==> config.mk <==
export PLATFORM = sky130hd
export DESIGN_NAME = tile_accum_writeback
export DESIGN_NICKNAME = d
export VERILOG_FILES = /design/src/rtl/tile_accum_writeback.sv
export SDC_FILE = /design/constraint.sdc
export NUM_CORES = 1
export LEC_CHECK = 0
export BUFFER_PORTS_ARGS = -buffer_cell sky130_fd_sc_hd__buf_2
export CAP_MARGIN = 5
export CORE_MARGIN = 3
export CORE_UTILIZATION = 50
export CTS_CLUSTER_SIZE = 10
export DETAILED_ROUTE_END_ITERATION = 8
export PLACE_DENSITY_LB_ADDON = 0.1
export SLEW_MARGIN = 20
export SYNTH_ARGS = -nofsm -noshare
export SYNTH_HDL_FRONTEND = slang
export SYNTH_SLANG_ARGS = --single-unit
==> constraint.sdc <==
create_clock -name clk -period 22.8 [get_ports clk]
set_clock_uncertainty 0.2 [all_clocks]
set_input_delay 1.14 -clock clk [delete_from_list [all_inputs] [get_ports clk]]
set_output_delay 1.14 -clock clk [all_outputs]
set_load 0.01 [all_outputs]
==> src/rtl/tile_accum_writeback.sv <==
// Accumulates k-tagged partial-sum tile rows into a TILE x TILE buffer and
// writes each finished C tile to result memory one row per beat.
module tile_accum_writeback #(
  parameter int ROW_M = 16,
  parameter int TILE  = 4,
  parameter int DW    = 32
) (
  input  logic                             clk,
  input  logic                             reset,
  input  logic                             in_valid,
  output logic                             in_ready,
  input  logic [$clog2(ROW_M)-1:0]         in_i,
  input  logic [$clog2(ROW_M)-1:0]         in_j,
  input  logic [$clog2(ROW_M)-1:0]         in_k,
  input  logic [TILE*DW-1:0]               in_data,
  output logic                             wr_valid,
  input  logic                             wr_ready,
  output logic [$clog2(ROW_M*ROW_M)-1:0]   wr_addr,
  output logic [TILE*DW-1:0]               wr_data,
  output logic                             err,
  output logic                             done
);

  localparam int IW = $clog2(ROW_M);
  localparam int AW = $clog2(ROW_M*ROW_M);
  localparam int RW = (TILE > 1) ? $clog2(TILE) : 1;
  localparam logic [RW-1:0] LAST_R = RW'(TILE-1);
  localparam logic [IW-1:0] LAST_K = IW'(ROW_M-TILE);

  typedef enum logic [1:0] {ACCUM, DRAIN, DONE} state_t;

  state_t             state;
  logic [RW-1:0]      row_cnt;
  logic [RW-1:0]      next_r;
  logic [IW-1:0]      tile_i;
  logic [IW-1:0]      tile_j;
  logic [IW-1:0]      exp_k;
  logic [IW-1:0]      lat_i;
  logic [IW-1:0]      lat_j;
  logic [TILE*DW-1:0] acc_buf [TILE];
  logic [TILE*DW-1:0] acc_row;
  logic               accept;
  logic               last_row;
  logic               bad_beat;

  function automatic logic [AW-1:0] row_addr(input logic [IW-1:0] ti,
                                             input logic [IW-1:0] tj,
                                             input logic [RW-1:0] r);
    return AW'((int'(ti) + int'(r)) * ROW_M + int'(tj));
  endfunction

  always_comb begin
    accept   = in_valid && in_ready && (state == ACCUM);
    last_row = (row_cnt == LAST_R);
    next_r   = row_cnt + RW'(1);
    acc_row  = '0;
    for (int unsigned c = 0; c < TILE; c++) begin
      acc_row[c*DW +: DW] = (in_k == '0) ? in_data[c*DW +: DW]
                                         : acc_buf[row_cnt][c*DW +: DW] + in_data[c*DW +: DW];
    end
    // Tile indices as they will be after this beat (matters when TILE==1).
    lat_i    = (row_cnt == '0 && in_k == '0) ? in_i : tile_i;
    lat_j    = (row_cnt == '0 && in_k == '0) ? in_j : tile_j;
    bad_beat = (in_k != exp_k)
            || ((in_k != '0) && ((in_i != tile_i) || (in_j != tile_j)))
            || ((int'(in_i) % TILE) != 0)
            || ((int'(in_j) % TILE) != 0);
  end

  always_ff @(posedge clk) begin
    if (accept && !reset) acc_buf[row_cnt] <= acc_row;
  end

  always_ff @(posedge clk) begin
    if (reset) begin
      state    <= ACCUM;
      in_ready <= 1'b0;
      wr_valid <= 1'b0;
      wr_addr  <= '0;
      wr_data  <= '0;
      err      <= 1'b0;
      done     <= 1'b0;
      row_cnt  <= '0;
      exp_k    <= '0;
      tile_i   <= '0;
      tile_j   <= '0;
    end else begin
      case (state)
        ACCUM: begin
          in_ready <= 1'b1;
          if (accept) begin
            if (bad_beat) err <= 1'b1;
            tile_i <= lat_i;
            tile_j <= lat_j;
            if (last_row) begin
              row_cnt <= '0;
              if (in_k == LAST_K) begin
                state    <= DRAIN;
                in_ready <= 1'b0;
                exp_k    <= '0;
                wr_valid <= 1'b1;
                wr_data  <= (TILE == 1) ? acc_row : acc_buf[0];
                wr_addr  <= row_addr(lat_i, lat_j, '0);
              end else begin
                exp_k <= in_k + IW'(TILE);
              end
            end else begin
              row_cnt <= next_r;
            end
          end
        end
        DRAIN: begin
          if (wr_ready) begin
            if (last_row) begin
              wr_valid <= 1'b0;
              row_cnt  <= '0;
              if (tile_i == LAST_K && tile_j == LAST_K) begin
                state <= DONE;
                done  <= 1'b1;
              end else begin
                state    <= ACCUM;
                in_ready <= 1'b1;
              end
            end else begin
              row_cnt <= next_r;
              wr_data <= acc_buf[next_r];
              wr_addr <= row_addr(tile_i, tile_j, next_r);
            end
          end
        end
        DONE: begin
          in_ready <= 1'b0;
          wr_valid <= 1'b0;
          done     <= 1'b1;
        end
        default: state <= ACCUM;
      endcase
    end
  end

endmodule
==> impl_results.md, run 1 <==
- Clk pwr share: 38.1%
- Sequential share of power: 45.2%
- CP arrival: 5.98 ns
- Synth cell types: 80
- Slowest cell on the critical path: buf_4
- CTS root buf: clkbuf_16
- Post-synthesis mux area share: 9.165%
- CTS Hold Buffers Added: 0
- Buffers on Ports: 283
- Max incr delay on CP: 0.70 ns
- VDD IR-drop max: 0.00005602 V
- Syn Inst Count: 3051
- Via density per instance: 6.090
- Switch share: 26.23%
- CP bufs+invs: 2
- Fin area: 39890 µm²
- CTS buffer count: 80
- # fillers: 5787
- Core area: 69190 µm²
- Startpoint Class: register
- Sw Pwr: 0.0008237 W
- Gpl congestion: 0.8968
- Status: complete, no violations
- Fmax: 172.8 MHz
- Pleak: 14.02 nW
- Largest net degree at the start of global routing: 95
- Compound-gate portion of the synthesized area: 16.98%
- Starting Density: 50.91%
- DR vias: 25.98k
- Reg area: 18550 µm²
- Post-CTS resize count: 0
- Synth Flop Type: edfxtp_1
- Detailed Route WL: 97240 µm
- Die area: 73670 µm²
- Tot Pwr: 0.003140 W
- Post-Synth Adder-Cell Area: 5.115%
- Yosys Warn Count: 0
- CP Class: reg2reg
- Critical path data required time: 22.99 ns
- Synth area leader: edfxtp_1
- Post-synth EDFFs: 512
- Final Hold Fails: 0
- Final worst-path cycle share: 25.39%
- Max Root-Sink Buffers: 3
- Ys async rst share: 0%
- Cell family with most CP delay: compound AO/OA/AOI/OAI gates
- Fin util: 57.66%
- Number of global-route vias before repair: 26.16k
- Net Count, Synth: 3336
- #FFs+latches synth: 670
- Dpl hpwl: 61760 µm
- Setup TNS: 0 ns
- Post-CTS Setup Inserts: 0
- Gate power share: 16.7%
- Clock Latency Late Sink: 0.62 ns
- Drc violations: 0
- Synthesis-to-layout area growth: 13.26%
- All-Layer GR Usage: 26.17%
- Crit-path cells: buf_4 > buf_4 > mux4_2 > ha_1 > fa_1 > a21oi_1 > o22ai_2 > o31ai_2 > o211a_1 > o31ai_1 > a21oi_1 > o21ai_0 > xnor2_1 > o21ai_0
- Die width: 271.4 µm
- Fin nets: 3542
- Row count: 96
- Initial antenna violation count: 13
- Endpoint type of the worst setup path: register
- Crit Path Max Fanout: 33
- Actual slew at the worst max-slew pin: 1.194 ns
- Max_cap viols: 0
- Die Y: 271.4 µm
- Post-Synth Simple-Gate Area: 10.75%
- Clock transition at path regs: 0.05 ns
- Fin crit period: 5.788 ns
- TritonRoute pass-1 iters: 6
- Max-slew violation count: 0
- # setup viols final: 0
- Mapped Area: 35220 µm²
- Rel. slew slack: 20.41%
- CTS tree: done
- Clk sinks: 670
- Yosys top cell area share: 43.65%
- DRT iter0 DRCs: 1899
- Pwr per Cell Area: 78.70 nW/µm²
- RSZ-0062 raised after global routing: false
- Routed len/inst: 22.80 µm
- Layout cells sized above 1: 17.88%
- Register area share after synthesis: 52.63%
- H-tree lvl count: 3
- Multi-input gate area: 15860 µm²
- Detail Route Antenna Nets: 0
- Synthesized area per cell: 11.54 µm²
- Top cells by count, synth: edfxtp_1, nand2_1, a21oi_1, dfxtp_1, clkbuf_1
- Internal: 0.002316 W
- Min-delay worst type: reg2reg
- Post-Synth XOR/XNOR Area: 2.785%
- First-pass GRT wire length: 150400 µm
- Largest family of logic cells by synthesized area: compound AO/OA/AOI/OAI gates
- Top cells by area, synth: edfxtp_1, dfxtp_1, mux4_2
- Boundary Pins: 284
- GRT overflow: 0
- Top-count cell post-synth: edfxtp_1
- Dpl cell area: 37430 µm²
-- layout by cell type (no fill, tap or decap), drive strengths merged, types with 17 or more instances in the layout --
cell / n
xor2: 47
mux2i: 33
buf: 319
nor3: 27
xnor2: 65
mux4: 128
nand3: 46
nor2: 150
a31oi: 19
edfxtp: 512
ha: 136
a21o: 70
nor2b: 120
o211ai: 123
nand4: 17
a221oi: 113
inv: 44
clkbuf: 143
nand2: 413
o221ai: 19
o21ai: 115
a21oi: 321
dfxtp: 158
-- sequential cells by signal, summed over array words and instances (netlist names), named ones only --
register  cells
in_ready      1
acc_buf     512
done          1
row_cnt       2
tile_i        4
state         2
wr_addr       8
exp_k         4
tile_j        4
err           1
wr_valid      1
wr_data     128
-- worst paths after layout --
check                    from             end  slack [ns]  cells after the start
hold / removal    wr_data[14]     wr_data[14]        0.24                      2
hold reg to reg   wr_data[14]     wr_data[14]        0.24                      2
setup / recovery     register  acc_buf[1][88]       17.01                     14
setup reg to reg     register  acc_buf[1][88]       17.01                     14
-- per-layer routing --
layer / routed length, µm / vias to the layer above / GRT usage, %
li1: - / 12160 / -
met1: 40760 / 12820 / 34.68
met2: 45820 / 813 / 42.58
met3: 7699 / 180 / 5.763
met4: 2904 / 8 / 9.390
met5: 58 / - / 0
-- tightest hold or removal path, stage by stage (launching register included) --
cell	delay [ns]
dfxtp_1	0.30
nand2_1	0.05
a21oi_1	0.05
-- final cells by class --
| type | instances | area share [%] |
|---|---|---|
| Clock inverter | 5 | 0.09095 |
| Antenna cell | 11 | 0.06900 |
| Inverter | 42 | 0.3952 |
| Clock buffer | 143 | 6.028 |
| Multi-Input combinational cell | 2144 | 39.76 |
| Sequential cell | 670 | 46.50 |
| Timing Repair Buffer | 319 | 4.243 |
| Tap cell | 931 | 2.920 |
-- power groups by stage --
| stage | sequential (W) | combinational, W | clock [W] |
|---|---|---|---|
| after floorplan | 0.00144 | 0.000385 | 0 |
| after global placement | 0.00144 | 0.000505 | 0 |
| after detailed placement | 0.00144 | 0.000519 | 0 |
| after CTS | 0.00142 | 0.000522 | 0.00122 |
| after global routing | 0.00142 | 0.000582 | 0.00127 |
| final | 0.00142 | 0.000523 | 0.00120 |
-- cells by family (layout without fill, tap and decap cells) --
logic type	Yosys count	in the layout
adder cells (fa/ha/maj)	141	141
buffers and inverters	237	509
flip-flops	670	670
XOR/XNOR	112	112
AND/OR/NAND/NOR	839	839
multiplexers	162	162
other	0	11
AO/OA/AOI/OAI	890	890
-- stage by stage --
stage               std cells  worst slack [ns]  hold WS [ns]
global route             4256             16.51        0.2590
global placement         4106             17.01        0.2365
CTS                      4254             16.91        0.2470
detailed placement       4106             16.92        0.2397
finish                   4265             17.01        0.2443
floorplan                3051             10.98        0.2481
(Power assumes the default switching activity.)
==> run 2: changes to the inputs <==
- clock period: 22.8 -> 4.89 ns (I/O delays scaled with it)
==> run 2 against run 1 <==
Critical path type unchanged. Via count is 3.3% higher. Sequential share of layout area down 2.1 points. Clock-buffer cell count is 6 lower. Wire length rose by 3.2%. Non-clock buffer count is 166 higher. Largest cell class unchanged. Highest routed layer unchanged. Core utilization up 2.7 points. Maximum frequency increased by 30%.
==> impl_results.md, run 2 (synthesis results as in run 1) <==
- Gpl congestion: 0.9327 (+4.0%)
- Number of global-route vias before repair: 27.04k (+3.4%)
- Via density per instance: 6.069 (-0.34%)
- Fin nets: 3708 (+4.7%)
- Metal2 WL: 48400 µm (+5.6%)
- Startpoint Class: register
- GRT overflow: 0 (unchanged)
- Clk sinks: 670 (unchanged)
- Pre-CTS setup slack: 0.4530 ns (-16.47 ns)
- Buffers on Ports: 283 (unchanged)
- Hold WS: 0.2453 ns (+0.0009840 ns)
- Status: complete, no violations
- Fmax: 224.3 MHz (+30%)
- RSZ-0062 raised after global routing: false
- Register-to-Register Path Depth: 12 (-2)
- Detailed Route WL: 100400 µm (+3.2%)
- WL met1: 42720 µm (+4.8%)
- Boundary Pins: 284 (unchanged)
- CTS buffer count: 80 (unchanged)
- Rel. slew slack: 28.30% (+7.9 points)
- TritonRoute pass-1 iters: 5 (-1)
- Post-CTS resize count: 0 (unchanged)
- CTS tree: done
- Row count: 96 (unchanged)
- Max_cap viols: 0 (unchanged)
- DRT iter0 DRCs: 1977 (+4.1%)
- Max-slew violation count: 0 (unchanged)
- Die width: 271.4 µm (unchanged)
- Commonest non-fill, non-tap cell in the layout: edfxtp_1
- CP arrival: 4.66 ns (-1.32 ns)
- Die Y: 271.4 µm (unchanged)
- Actual slew at the worst max-slew pin: 1.076 ns (-0.1183 ns)
- Final Hold Fails: 0 (unchanged)
- Reg2reg end: acc_buf[1][63]
- Max Root-Sink Buffers: 3 (unchanged)
- Min-delay worst type: reg2reg
- Dpl hpwl: 64580 µm (+4.6%)
- Fin cells: 4422 (+3.7%)
- Endpoint type of the worst setup path: register
- Pleak: 14.82 nW (+5.7%)
- CP Class: reg2reg
- Post-CTS Setup Inserts: 0 (unchanged)
- DR top layer: met5
- Fin crit period: 4.458 ns (-1.330 ns)
- Core area: 69190 µm² (unchanged)
- Largest register FFs: 512 (unchanged)
- Largest net degree at the start of global routing: 85 (-11%)
- Layout cells sized above 1: 17.53% (-0.34 points)
- CTS root buf: clkbuf_16
- Starting Density: 50.91% (unchanged)
- Flop-to-flop setup slack: 0.43 ns (-16.58 ns)
- # fillers: 5591 (-3.4%)
- Synthesis-to-layout area growth: 18.58%
- Critical path endpoint: acc_buf[1][63]
- First-pass GRT wire length: 155200 µm (+3.2%)
- Largest regs: acc_buf: 512 flops, wr_data: 128 flops, wr_addr: 8 flops
- Clock transition at path regs: 0.05 ns (about the same)
- H-tree lvl count: 3 (unchanged)
- Setup TNS: 0 ns (unchanged)
- Clock Latency Late Sink: 0.61 ns (about the same)
- Placed cells: 4122 (+0.39%)
- Initial antenna violation count: 5 (-8)
- Routed len/inst: 22.70 µm (-0.42%)
- VDD IR-drop max: 0.0003120 V (+460%)
- Pwr per Cell Area: 352.2 nW/µm² (+350%)
- DR vias: 26.84k (+3.3%)
- Reg with most FFs: acc_buf
- Met3 wire length: 6879 µm (-11%)
- Crit Path Max Fanout: 29 (-12%)
- Slack of the critical path: 0.4323 ns (-16.58 ns)
- Detail Route Antenna Nets: 0 (unchanged)
- Final worst-path cycle share: 91.16% (+66 points)
- Die area: 73670 µm² (unchanged)
- All-Layer GR Usage: 26.92% (+0.75 points)
- Most frequent cells in the layout: edfxtp_1, nand2_1, a21oi_1
- Drc violations: 0 (unchanged)
- Critical path data required time: 5.09 ns (-17.90 ns)
- # setup viols final: 0 (unchanged)
[run 2: cell count changes in the layout (fill, tap and decap cells not counted), sizes merged]
| cell | change |
|---|---|
| clkbuf | -6 |
| clkinv | +2 |
| buf | +17 |
| diode | -5 |
| dlygate4sd3 | +149 |
[run 2: through the flow]
step	cell area [µm²]	power, W	util (%)
2_1_floorplan	35250	0.008505	-
3_3_place_gp	37820	0.009128	54.66
3_5_place_dp	37830	0.009200	54.68
4_1_cts	41720	0.01480	60.30
5_1_grt	41750	0.01535	60.35
6_report	41770	0.01471	60.37
[run 2: final cells by class]
cell class / count / area [µm²] / share of cell area (%)
sequential: 670 / 18550 / 44.41
multi-input combinational: 2144 / 15880 / 38.03
clock inverter: 7 / 46.29 / 0.1108
timing repair buffer: 485 / 3598 / 8.616
antenna: 6 / 15.01 / 0.03595
tap: 931 / 1165 / 2.789
inverter: 42 / 157.7 / 0.3775
clock buffer: 137 / 2351 / 5.629
[run 2: per-layer routing]
metal,GRT usage [%],up-vias
met5,0,-
met4,8.049,2
met3,4.296,153
met2,45.06,879
met1,36.30,13350
li1,-,12450
[run 2: timing repair]
action                     CTS  global route
hold buffers               149             0
setup endpoints to repair    0             0
hold endpoints to repair   585             0
[run 2: how the worst min path moves through the flow]
| stage | startpoint | depth (start not counted) | endpoint | slack, ns |
|---|---|---|---|---|
| floorplan | in_i[2] | 2 | tile_i[2] | 0.19 |
| global placement | wr_data[21] | 2 | wr_data[21] | 0.23 |
| detailed placement | wr_data[85] | 2 | wr_data[85] | 0.24 |
| CTS | in_j[2] | 4 | tile_j[2] | 0.23 |
| global route | wr_data[47] | 2 | wr_data[47] | 0.26 |
| finish | wr_data[49] | 2 | wr_data[49] | 0.25 |
[run 2: critical path: stages, from the launching register on]
cell and delay [ns]:
dfxtp_4 0.55, buf_12 0.31, mux4_2 0.54, ha_1 0.32
a21o_1 0.21, a2111oi_2 0.46, o211ai_1 0.21, a21oi_1 0.31
a31oi_4 0.20, a41oi_1 0.37, xnor2_1 0.16, nand2_1 0.10
xnor2_1 0.29
[run 2: report_power, final]
group          switching [W]  total (W)  internal, W
clock                0.00225    0.00549      0.00325
sequential         0.0000615    0.00662      0.00656
combinational        0.00156    0.00259      0.00103
total                0.00387     0.0147       0.0108
